[src/rtl/vram_port_arbiter_if.sv]
// Request/response bundle linking the three VRAM requesters, the arbiter and the VRAM macro.
// slave = arbiter side, master = requester/VRAM side.
interface vram_port_arbiter_if #(
    parameter int unsigned ADDR_W = 15,
    parameter int unsigned NB_COL = 4
);
    logic              p0_req;
    logic [ADDR_W-1:0] p0_addr;
    logic [31:0]       p0_wrdata;
    logic [NB_COL-1:0] p0_wrbytesel;
    logic              p0_ack;
    logic              p0_rvalid;

    logic              p1_req;
    logic [ADDR_W-1:0] p1_addr;
    logic              p1_ack;
    logic              p1_rvalid;

    logic              p2_req;
    logic [ADDR_W-1:0] p2_addr;
    logic              p2_ack;
    logic              p2_rvalid;

    logic [31:0]       rdata;
    logic [ADDR_W-1:0] ram_addr;
    logic [31:0]       ram_wrdata;
    logic [NB_COL-1:0] ram_wrbytesel;
    logic [31:0]       ram_rddata;

    modport slave (
        input  p0_req, p0_addr, p0_wrdata, p0_wrbytesel,
        input  p1_req, p1_addr,
        input  p2_req, p2_addr,
        input  ram_rddata,
        output p0_ack, p0_rvalid, p1_ack, p1_rvalid, p2_ack, p2_rvalid,
        output rdata, ram_addr, ram_wrdata, ram_wrbytesel
    );

    modport master (
        output p0_req, p0_addr, p0_wrdata, p0_wrbytesel,
        output p1_req, p1_addr,
        output p2_req, p2_addr,
        output ram_rddata,
        input  p0_ack, p0_rvalid, p1_ack, p1_rvalid, p2_ack, p2_rvalid,
        input  rdata, ram_addr, ram_wrdata, ram_wrbytesel
    );
endinterface

[src/rtl/vram_port_arbiter.sv]
// Three-port arbiter in front of a single-port, write-first, byte-write VRAM (1-cycle read latency).
// Optional CPU starvation guard enabled by defining VRAM_ARB_STARVE_GUARD_EN.
module vram_port_arbiter #(
    parameter int unsigned ADDR_W         = 15,
    parameter int unsigned NB_COL         = 4,
    parameter int unsigned CPU_MAX_STREAK = 4
) (
    input  logic               clk,
    input  logic               rst,
    vram_port_arbiter_if.slave bus
);
    localparam int unsigned DATA_W = 32;

    logic              p12_req;
    logic              win1;
    logic              force_rr;
    logic              gnt0;
    logic              gnt1;
    logic              gnt2;
    logic              p0_rd;

    // 0: port 1 preferred, 1: port 2 preferred
    logic              rr_ptr_q;
    logic              rr_ptr_d;
    logic [ADDR_W-1:0] addr_q;
    logic [DATA_W-1:0] wrdata_q;
    logic [2:0]        rvalid_q;
    logic [2:0]        rvalid_d;

    logic [ADDR_W-1:0] ram_addr_c;
    logic [DATA_W-1:0] ram_wrdata_c;
    logic [NB_COL-1:0] ram_wrbytesel_c;

    assign p12_req = bus.p1_req | bus.p2_req;

    // Round-robin winner among ports 1/2; a lone requester wins regardless of the pointer.
    assign win1 = bus.p1_req & (~bus.p2_req | ~rr_ptr_q);

    assign gnt0 = ~rst & bus.p0_req & ~force_rr;
    assign gnt1 = ~rst & ~gnt0 & win1;
    assign gnt2 = ~rst & ~gnt0 & bus.p2_req & ~win1;

    assign p0_rd = gnt0 & (bus.p0_wrbytesel == '0);

`ifdef VRAM_ARB_STARVE_GUARD_EN
    localparam int unsigned STREAK_W = $clog2(CPU_MAX_STREAK + 1);

    logic [STREAK_W-1:0] streak_q;
    logic [STREAK_W-1:0] streak_d;

    // After CPU_MAX_STREAK back-to-back CPU wins against a waiting fetch port, hand one slot over.
    assign force_rr = p12_req & (streak_q == STREAK_W'(CPU_MAX_STREAK));

    always_comb begin
        streak_d = streak_q;
        if (!p12_req || force_rr) begin
            streak_d = '0;
        end else if (gnt0) begin
            streak_d = streak_q + STREAK_W'(1);
        end
    end

    always_ff @(posedge clk) begin
        if (rst) begin
            streak_q <= '0;
        end else begin
            streak_q <= streak_d;
        end
    end
`else
    logic unused_streak_cfg;

    assign force_rr          = 1'b0;
    assign unused_streak_cfg = (CPU_MAX_STREAK == 0);
`endif

    // Pointer moves to the port that was not just served.
    always_comb begin
        rr_ptr_d = rr_ptr_q;
        if (gnt1) begin
            rr_ptr_d = 1'b1;
        end else if (gnt2) begin
            rr_ptr_d = 1'b0;
        end
    end

    // Steer the granted port onto the RAM bus; address and data hold while idle.
    always_comb begin
        ram_addr_c      = addr_q;
        ram_wrdata_c    = wrdata_q;
        ram_wrbytesel_c = '0;
        if (rst) begin
            ram_addr_c   = '0;
            ram_wrdata_c = '0;
        end else if (gnt0) begin
            ram_addr_c      = bus.p0_addr;
            ram_wrdata_c    = bus.p0_wrdata;
            ram_wrbytesel_c = bus.p0_wrbytesel;
        end else if (gnt1) begin
            ram_addr_c = bus.p1_addr;
        end else if (gnt2) begin
            ram_addr_c = bus.p2_addr;
        end
    end

    assign rvalid_d = {gnt2, gnt1, p0_rd};

    always_ff @(posedge clk) begin
        if (rst) begin
            rr_ptr_q <= 1'b0;
            addr_q   <= '0;
            wrdata_q <= '0;
            rvalid_q <= '0;
        end else begin
            rr_ptr_q <= rr_ptr_d;
            addr_q   <= ram_addr_c;
            wrdata_q <= ram_wrdata_c;
            rvalid_q <= rvalid_d;
        end
    end

    // Strobes are masked during reset so a read issued just before reset never reports.
    assign bus.p0_ack        = gnt0;
    assign bus.p1_ack        = gnt1;
    assign bus.p2_ack        = gnt2;
    assign bus.p0_rvalid     = rvalid_q[0] & ~rst;
    assign bus.p1_rvalid     = rvalid_q[1] & ~rst;
    assign bus.p2_rvalid     = rvalid_q[2] & ~rst;
    assign bus.rdata         = bus.ram_rddata;
    assign bus.ram_addr      = ram_addr_c;
    assign bus.ram_wrdata    = ram_wrdata_c;
    assign bus.ram_wrbytesel = ram_wrbytesel_c;
endmodule

[src/flat_wrapper.sv]
// flat-port wrapper written by rule: the top's interface ports become plain ports
module vram_port_arbiter_flat 
#(
    parameter int unsigned ADDR_W         = 15,
    parameter int unsigned NB_COL         = 4,
    parameter int unsigned CPU_MAX_STREAK = 4
)
  (clk, rst, bus_p0_req, bus_p0_addr, bus_p0_wrdata, bus_p0_wrbytesel, bus_p1_req, bus_p1_addr, bus_p2_req, bus_p2_addr, bus_ram_rddata, bus_p0_ack, bus_p0_rvalid, bus_p1_ack, bus_p1_rvalid, bus_p2_ack, bus_p2_rvalid, bus_rdata, bus_ram_addr, bus_ram_wrdata, bus_ram_wrbytesel);
  vram_port_arbiter_if #(.ADDR_W(ADDR_W), .NB_COL(NB_COL)) bus_i ();
  input  logic clk;
  input  logic rst;
  input wire logic [$bits(bus_i.p0_req)-1:0] bus_p0_req;
  input wire logic [$bits(bus_i.p0_addr)-1:0] bus_p0_addr;
  input wire logic [$bits(bus_i.p0_wrdata)-1:0] bus_p0_wrdata;
  input wire logic [$bits(bus_i.p0_wrbytesel)-1:0] bus_p0_wrbytesel;
  input wire logic [$bits(bus_i.p1_req)-1:0] bus_p1_req;
  input wire logic [$bits(bus_i.p1_addr)-1:0] bus_p1_addr;
  input wire logic [$bits(bus_i.p2_req)-1:0] bus_p2_req;
  input wire logic [$bits(bus_i.p2_addr)-1:0] bus_p2_addr;
  input wire logic [$bits(bus_i.ram_rddata)-1:0] bus_ram_rddata;
  output wire logic [$bits(bus_i.p0_ack)-1:0] bus_p0_ack;
  output wire logic [$bits(bus_i.p0_rvalid)-1:0] bus_p0_rvalid;
  output wire logic [$bits(bus_i.p1_ack)-1:0] bus_p1_ack;
  output wire logic [$bits(bus_i.p1_rvalid)-1:0] bus_p1_rvalid;
  output wire logic [$bits(bus_i.p2_ack)-1:0] bus_p2_ack;
  output wire logic [$bits(bus_i.p2_rvalid)-1:0] bus_p2_rvalid;
  output wire logic [$bits(bus_i.rdata)-1:0] bus_rdata;
  output wire logic [$bits(bus_i.ram_addr)-1:0] bus_ram_addr;
  output wire logic [$bits(bus_i.ram_wrdata)-1:0] bus_ram_wrdata;
  output wire logic [$bits(bus_i.ram_wrbytesel)-1:0] bus_ram_wrbytesel;
  assign bus_i.p0_req = bus_p0_req;
  assign bus_i.p0_addr = bus_p0_addr;
  assign bus_i.p0_wrdata = bus_p0_wrdata;
  assign bus_i.p0_wrbytesel = bus_p0_wrbytesel;
  assign bus_i.p1_req = bus_p1_req;
  assign bus_i.p1_addr = bus_p1_addr;
  assign bus_i.p2_req = bus_p2_req;
  assign bus_i.p2_addr = bus_p2_addr;
  assign bus_i.ram_rddata = bus_ram_rddata;
  assign bus_p0_ack = bus_i.p0_ack;
  assign bus_p0_rvalid = bus_i.p0_rvalid;
  assign bus_p1_ack = bus_i.p1_ack;
  assign bus_p1_rvalid = bus_i.p1_rvalid;
  assign bus_p2_ack = bus_i.p2_ack;
  assign bus_p2_rvalid = bus_i.p2_rvalid;
  assign bus_rdata = bus_i.rdata;
  assign bus_ram_addr = bus_i.ram_addr;
  assign bus_ram_wrdata = bus_i.ram_wrdata;
  assign bus_ram_wrbytesel = bus_i.ram_wrbytesel;
  vram_port_arbiter #(.ADDR_W(ADDR_W), .NB_COL(NB_COL), .CPU_MAX_STREAK(CPU_MAX_STREAK)) u_core (.clk(clk), .rst(rst), .bus(bus_i));
endmodule
[config.mk]
export PLATFORM = sky130hd
export DESIGN_NAME = vram_port_arbiter_flat
export DESIGN_NICKNAME = d
export VERILOG_FILES = /design/src/rtl/vram_port_arbiter_if.sv /design/src/rtl/vram_port_arbiter.sv /design/src/flat_wrapper.sv
export SDC_FILE = /design/constraint.sdc
export NUM_CORES = 1
export LEC_CHECK = 0
export BUFFER_PORTS_ARGS = -buffer_cell sky130_fd_sc_hd__buf_2
export CAP_MARGIN = 20
export CORE_ASPECT_RATIO = 1.1
export CORE_MARGIN = 1
export CORE_UTILIZATION = 36
export CTS_BUF_LIST = sky130_fd_sc_hd__clkbuf_16
export CTS_CLUSTER_SIZE = 16
export DETAILED_ROUTE_END_ITERATION = 8
export GPL_TIMING_DRIVEN = 0
export MAX_ROUTING_LAYER = met4
export PLACE_DENSITY = 0.87
export SETUP_SLACK_MARGIN = 0.3
export SLEW_MARGIN = 0
export SYNTH_ARGS = -nofsm -noshare
export SYNTH_HDL_FRONTEND = slang
export SYNTH_SLANG_ARGS = --single-unit
[constraint.sdc]
create_clock -name clk -period 1.4 [get_ports clk]
set_input_delay 0.07 -clock clk [delete_from_list [all_inputs] [get_ports clk]]
set_output_delay 0.07 -clock clk [all_outputs]
set_load 0.05 [all_outputs]
# --- Word-level counts from Yosys, hierarchy flattened ---
# Cells that the tools add are included.
# W data, S select, Z words.
totals:
  output_inout_bits: 89
  register_bits: 51
  wordCells: 32
  input_bits: 118
classes:
  muxes: 10
  reduce_logical: 2
  n_bitwise: 16
op_table:
  columns: ["cell", "count"]
  rows:
  - ["$mux W32", 2]
  - ["$mux W15", 4]
  - ["$and A1 B1 Y1", 10]
  - ["$mux W4", 2]
  - ["$not A1 Y1", 5]
  - ["$logic_not A4 Y1", 1]
  - ["$mux W1", 2]
  - ["$reduce_bool A2 Y1", 1]
  - ["$or A1 B1 Y1", 1]

# --- Longest topological paths before layout ---
# Gate-level depths: netlist (run 1).
logic_depth:
  depth_word: 10
  ltp_mapped: 6
  depth_no_buf: 3

# --- Least setup slack after synthesis (run 1) ---
# OpenSTA, ideal clock, no wires.
synth_timing:
  kind: "reg2out"
  from: "reg u_core.rr_ptr_q"
  to: "out bus_ram_addr[10]"
  path_slack_ns: -0.082
  stages_incl_launch_ff: 6
  n_path_buf: 2
  arrival_ns: 1.412
  required_ns: 1.330
  cell_sequence: "dfxtp_1 -> nand2b_1 -> buf_2 -> clkbuf_1 -> nand3b_1 -> a32o_1"
synth_between:
  elab_chain_len: 9
  word_cells_on_any_way: 10
  cone_classes: "mux: 4; bitwise: 6"
synth_lines:
  columns: ["item", "line_no", "text"]
  rows:
  - ["start, declared", "vram_port_arbiter.sv:23", "logic rr_ptr_q;"]
  - ["start signal, assigned", "vram_port_arbiter.sv:115", "rr_ptr_q <= rr_ptr_d;"]
  - ["$not A1 Y1 (*)", "vram_port_arbiter.sv:37", "assign win1 = bus.p1_req & (~bus.p2_req | ~rr_ptr_q);"]
  - ["$or A1 B1 Y1 (*)", "vram_port_arbiter.sv:37", null]
  - ["$and A1 B1 Y1 (*)", "vram_port_arbiter.sv:37", null]
  - ["$not A1 Y1", "vram_port_arbiter.sv:41", "assign gnt2 = ~rst & ~gnt0 & bus.p2_req & ~win1;"]
  - ["$and A1 B1 Y1", "vram_port_arbiter.sv:41", null]
  - ["$mux W15", "vram_port_arbiter.sv:101", "end else if (gnt2) begin"]
  - ["$mux W15 (*)", "vram_port_arbiter.sv:99", "end else if (gnt1) begin"]
  - ["$mux W15 (*)", "vram_port_arbiter.sv:95", "end else if (gnt0) begin"]
  - ["$mux W15 (*)", "vram_port_arbiter.sv:92", "if (rst) begin"]
  - ["end, declared", "flat_wrapper.sv:28", "output wire logic [$bits(bus_i.ram_addr)-1:0] bus_ram_addr;"]
# Mark *: on every way between the ends. The rest lies on a longest branch, timed or not.

# --- Worst setup path in the final report (run 1) ---
layout_timing:
  from: "reg u_core.rr_ptr_q"
  to: "out bus_ram_addr[9]"
# The elaborated chain is that of the path after synthesis.

==> impl_metrics.toml, run 1 <==
[outcome]
status = "finished, violations left"
violations = "design-rule violations, negative setup slack"

[cts]
numCtsBuffers = 5
cts.clk_slew.worst_paths_ps = 70
htreeDepth = 2
cts_root_buf = "clkbuf_16"
cts_buffer_depth = 2
cts_sinks = 51
worstSkewPairLatency_ps = 280
cts_tree = "yes"

[timing]
hold-worst-slack_ps = 11.4
fin_ws_ps = -244
finalHoldViolCount = 0
period_minus_slack_ps = 1640
fmax_ghz = 0.608
relSlewSlack_pct = 63.2
fin_setup_tns_ps = -3140
finClkSkew_ps = 2.14
grt_setup_unrepaired = "yes"
tightest_slew_ps = 552
fin_crit_sh_pct = 117
finalSetupViolations = 17
drv_slew = 0

[yosys]
synth-async-reset-ratio_pct = 0
yosysUniqueCellTypes = 23
ys_seq_area_share_pct = 37.9
yosys_warnings = 0
synth_nets = 418
yosys-top-cells-count = "65 x nor2_1, 51 x dfxtp_1, 32 x buf_4, 32 x mux2i_1, 30 x a32o_1"
ys_ff_latch = 51
synthTopCellsByArea = "dfxtp_1 38%, mux2i_1 12%, a32o_1 11%, nor2_1 9.1%, buf_4 8.9%"
synthFlopType = "dfxtp_1"
synth-edff-count = 0
synth_top_area_share_pct = 37.9
netlist_area_mm2 = 0.00270
synth.avg_cell_area_um2 = 8.98
post-synth-top-area-cell = "dfxtp_1"
yosysMostFrequentCell = "nor2_1"
synthCells = 300

[critical_path]
slowest_stage = "dfxtp_4"
critPathLaunchType = "flop"
cp_max_fo = 10
path_common_cell = "buf_6"
cp_slowest_stage_delay_ps = 360
r2r_end = "u_core.addr_q[0]$_SDFF_PP0_"
reg2reg_from = "u_core.rr_ptr_q$_SDFFE_PP0P_"
crit_start = "u_core.rr_ptr_q$_SDFFE_PP0P_"
path_cells = "nand2b_4, buf_6, clkbuf_16, nand3b_1, a32o_2, buf_6"
end_kind = "output port"
r2r_slack_ps = 0
path_class = "flop to output port"
r2r_cells = 7
required_ps = 1330
crit_arrival_ps = 1570

[drt]
ant_nets = 0
drtIter0Drc = 157
wl_per_cell_um = 18.4
dr.pass1.iters = 8
vias = 3201
routed_wirelength_um = 11300
vias_per_cell = 5.20
drcViolationCount = 15

[cells_and_area]
diodes = 0
final_area_mm2 = 0.00551
area_growth_pct = 104
drive_gt1_share_pct = 75.3
nets = 648
finalNonFillerCells = 616
n_fill_cell = 401

[power_and_ir_drop]
power.leakage_nw = 2.50
vdd_drop_max_uv = 507
p_per_area_mw_per_mm2 = 879

[placement]
io_buffers = 172
dp_cells = 557
place.gp.congestion = 0.740
dp_worst_setup_slack_ps = -157
place_hpwl_um = 5840
dpl_cell_area_mm2 = 0.00402

[grt]
antenna_found_initial = 0
first_global_vias = 3167
grt_pass1_wl_um = 15000
grt.overflow.total = 0
track_usage_pct = 25.1
grt_max_degree = 17

[worst_hold_path]
holdPathStages = 2
min_to = "u_core.addr_q[13]$_SDFF_PP0_"
worstHoldPathType = "primary input to flop"
hp-start = "bus_p0_addr[13]"

[floorplanning]
core_area_mm2 = 0.00713
io_pins = 207
row_count = 32
start_util_pct = 37.8
die_h_um = 92.7
die_w_um = 84.5
dieArea_mm2 = 0.00784

[run]
cap_violations = 0
-- placed cells by master (no fill, tap or decap), types with 2 or more instances in the layout --
master / instances
a32o_1: 15
a32o_2: 15
and2_4: 5
buf_12: 5
buf_2: 120
buf_4: 81
buf_6: 54
buf_8: 9
clkbuf_1: 4
clkbuf_16: 7
dfxtp_1: 29
dfxtp_2: 21
dlygate4sd3_1: 2
mux2i_4: 31
nand2b_1: 8
nand2b_4: 8
nand3b_1: 15
nor2_1: 33
nor2_2: 2
nor2_4: 31
nor2b_2: 3
o21a_1: 15
-- what timing repair did --
item,CTS,global route
resized for setup,190,44
setup buffers,33,16
setup endpoints to repair,69,66
pin swaps,9,9
endpoints found under the hold margin,1,0
hold buffers,2,0
-- state kept, by name, indices dropped and copies added (netlist names) --
register / cells
u_core.wrdata_q: 32
u_core.rvalid_q: 3
u_core.rr_ptr_q: 1
u_core.addr_q: 15
-- layer usage --
metal	GRT usage [%]	vias to the layer above	routed length (um)	share of wire, %
li1	-	1487	-	-
met4	8.90	0	439	3.9
met2	49.9	180	6350	56
met1	24.0	1498	3890	34
met3	4.46	36	665	5.9
met5	-	-	0	0
-- area by class of cell --
type	instances	area [um^2]	area share (%)
inverter	1	3.75	0.0682
clock inverter	3	20.0	0.364
buffer	56	514	9.34
tap	85	106	1.93
clock buffer	5	125	2.27
multi-input combinational	192	2050	37.2
sequential	51	1050	19.1
timing repair buffer	223	1640	29.7
-- how the worst max path moves through the flow --
stage | end | slack (ps) | cells after the start
after CTS | bus_ram_addr[9] | -270 | 6
after floorplan | bus_ram_addr[6] | 160 | 6
after global placement | bus_ram_addr[6] | -140 | 8
final | bus_ram_addr[9] | -240 | 6
after detailed placement | bus_ram_addr[9] | -160 | 8
after global routing | bus_ram_addr[9] | -280 | 6
-- stage by stage --
step	util, %	power (W)
6_report	77.2	0.00484
5_1_grt	77.2	0.00499
4_1_cts	72.8	0.00466
3_5_place_dp	56.3	0.00304
3_3_place_gp	56.3	0.00301
2_1_floorplan	-	0.00270
-- worst max-delay path, delay by kind of cell, from the launching register on --
kind / cells / cell delay [ps]
buf+inv: 3 / 420
compound gates: 1 / 280
simple gates: 2 / 230
flops: 1 / 360
-- power by group --
part / internal, W / total, W / switching (W)
Sequential: 0.00155 / 0.00161 / 0.0000601
Clock: 0.000660 / 0.00120 / 0.000542
Combinational: 0.000892 / 0.00202 / 0.00113
Total: 0.00311 / 0.00484 / 0.00173
-- cell families after synthesis --
family,Yosys count,synth area share [%]
AO/OA/AOI/OAI,48,16.2
AND/OR/NAND/NOR,112,20.5
buffers and inverters,57,13.5
multiplexers,32,11.9
flip-flops,51,37.9
Power figures use the tool's default switching activity.
==> inputs of run 2 (changes only) <==
--- a/config.mk
+++ b/config.mk
@@ -17,6 +17,7 @@
 export MAX_ROUTING_LAYER = met4
 export PLACE_DENSITY = 0.87
 export SETUP_SLACK_MARGIN = 0.3
+export SKIP_LAST_GASP = 1
 export SLEW_MARGIN = 0
 export SYNTH_ARGS = -nofsm -noshare
 export SYNTH_HDL_FRONTEND = slang
==> run 2 against run 1 <==
The run still ends with design-rule violations, negative setup slack left. Power shrank 0.71%. Count of clock-buffer cells in the layout did not move. Register-to-register slack got worse by 60 ps. Die area unchanged. Worst hold slack better by 0.89 ps. Highest routed layer unchanged. Sequential power about the same. Sequential cell count unchanged. Core utilization decreased by 0.26 points. Via count decreased by 1.2%. Global-route usage down 0.059 points.
==> impl_metrics.toml, run 2 (synthesis results as in run 1) <==
[timing]
finalHoldViolCount = 0
grt_setup_unrepaired = "yes"
fin_setup_tns_ps = -3180
fin_crit_sh_pct = 117
fmax_ghz = 0.612
fin_ws_ps = -234
tightest_slew_ps = 510
period_minus_slack_ps = 1630
relSlewSlack_pct = 66.0
finClkSkew_ps = 2.23
drv_slew = 0
finalSetupViolations = 18

[drt]
routed_wirelength_um = 11100
wl_per_cell_um = 18.0
drtIter0Drc = 113
drcViolationCount = 15
vias = 3162
ant_nets = 0
dr.pass1.iters = 9
vias_per_cell = 5.12

[cells_and_area]
regMostFlops = "u_core.wrdata_q"
area_growth_pct = 104
nets = 649
diodes = 0
largest_reg_flops = 32
mostFrequentLayoutCells = "120 x buf_2, 82 x buf_4, 57 x buf_6"
layout_commonest_cell = "buf_2"
largestRegisters = "u_core.wrdata_q x32, u_core.addr_q x15, u_core.rvalid_q x3"
drive_gt1_share_pct = 75.0

[critical_path]
crit_start = "u_core.rr_ptr_q$_SDFFE_PP0P_"
reg2reg_from = "u_core.rr_ptr_q$_SDFFE_PP0P_"
r2r_slack_ps = -60
cp_num_buf_inv = 3
r2r_cells = 7
end_kind = "output port"
path_common_cell = "buf_6"
path_class = "flop to output port"
crit_arrival_ps = 1560
slowest_stage = "dfxtp_4"
cp_max_fo = 10
path_delay_family = "buffers and inverters"
required_ps = 1330
path_cells = "nand2b_4, buf_6, clkbuf_16, nand3b_1, a32o_2, buf_6"
crit_cells = 6
critPathLaunchType = "flop"
cp_slowest_stage_delay_ps = 360
r2r_end = "u_core.addr_q[9]$_SDFF_PP0_"

[power_and_ir_drop]
power.switching_w = 0.00171
pwr-share-clk_pct = 24.6
pwr-share-seq_pct = 33.6
p_sw_share_pct = 35.5
vdd_drop_max_uv = 724
internal_power_w = 0.00310
p_per_area_mw_per_mm2 = 875
combPwrFrac_pct = 41.8
power.leakage_nw = 2.50

[cts]
cts_tree = "yes"
worstSkewPairLatency_ps = 280
cts_sinks = 51
cts_root_buf = "clkbuf_16"
cts.clk_slew.worst_paths_ps = 70
cts_buffer_depth = 2
htreeDepth = 2
numCtsBuffers = 5

[worst_hold_path]
min_to = "u_core.addr_q[13]$_SDFF_PP0_"
hp-start = "bus_p0_addr[13]"
worstHoldPathType = "primary input to flop"
holdPathStages = 2

[run]
cap_violations = 0

[placement]
place.gp.congestion = 0.740
place_hpwl_um = 5840
dp_worst_setup_slack_ps = -157
io_buffers = 172

[grt]
track_usage_pct = 25.1
grt_max_degree = 17
grt_pass1_wl_um = 14900
first_global_vias = 3152
antenna_found_initial = 0
grt.overflow.total = 0

[floorplanning]
start_util_pct = 37.8
die_w_um = 84.5
dieArea_mm2 = 0.00784
row_count = 32
core_area_mm2 = 0.00713
io_pins = 207
die_h_um = 92.7

[outcome]
status = "finished, violations left"
violations = "design-rule violations, negative setup slack"
==> run 2: per-stage QoR <==
step                area [um^2]  instances  power [W]  hold slack (ps)  util, %
floorplan                  3050        300    0.00270              146        -
global placement           4020        557    0.00301              248     56.3
global route               5490        617    0.00497             10.4     77.0
detailed placement         4020        557    0.00304              249     56.3
finish                     5490        617    0.00480             12.3     77.0
CTS                        5180        600    0.00465             4.83     72.6
==> run 2: timing repair <==
item	CTS	global route
gates cloned	0	0
hold buffers	2	0
buffers inserted	33	17
endpoints found under the setup margin	69	66
endpoints found under the hold margin	1	0
pin swaps	9	9
resized for setup	188	39
==> run 2: area by class of cell <==
cell class,count,area [um^2]
multi-input combinational,192,2050
fill,402,1640
timing repair buffer,224,1630
sequential,51,1050
buffer,56,504
clock buffer,5,125
tap,85,106
clock inverter,3,20.0
inverter,1,3.75
==> run 2: per-layer routing <==
metal	GRT usage, %	vias to the layer above	part of all wire (%)
met1	24.0	1478	35
met5	-	-	0
li1	-	1483	-
met3	4.46	29	6.0
met2	49.7	172	56
met4	8.90	0	3.2
==> run 2: worst max path at each step <==
stage,slack (ps),to
finish,-230,bus_ram_addr[9]
global route,-280,bus_ram_addr[4]
CTS,-270,bus_ram_addr[9]
detailed placement,-160,bus_ram_addr[9]
global placement,-140,bus_ram_addr[6]
floorplan,160,bus_ram_addr[6]
==> run 2: power by group through the flow <==
| stage | combinational, W | clock (W) | sequential, W |
|---|---|---|---|
| 3_3_place_gp | 0.00141 | 0 | 0.00160 |
| 4_1_cts | 0.00184 | 0.00122 | 0.00159 |
| 5_1_grt | 0.00209 | 0.00126 | 0.00162 |
| 6_report | 0.00201 | 0.00118 | 0.00161 |
| 2_1_floorplan | 0.00110 | 0 | 0.00160 |
| 3_5_place_dp | 0.00143 | 0 | 0.00161 |
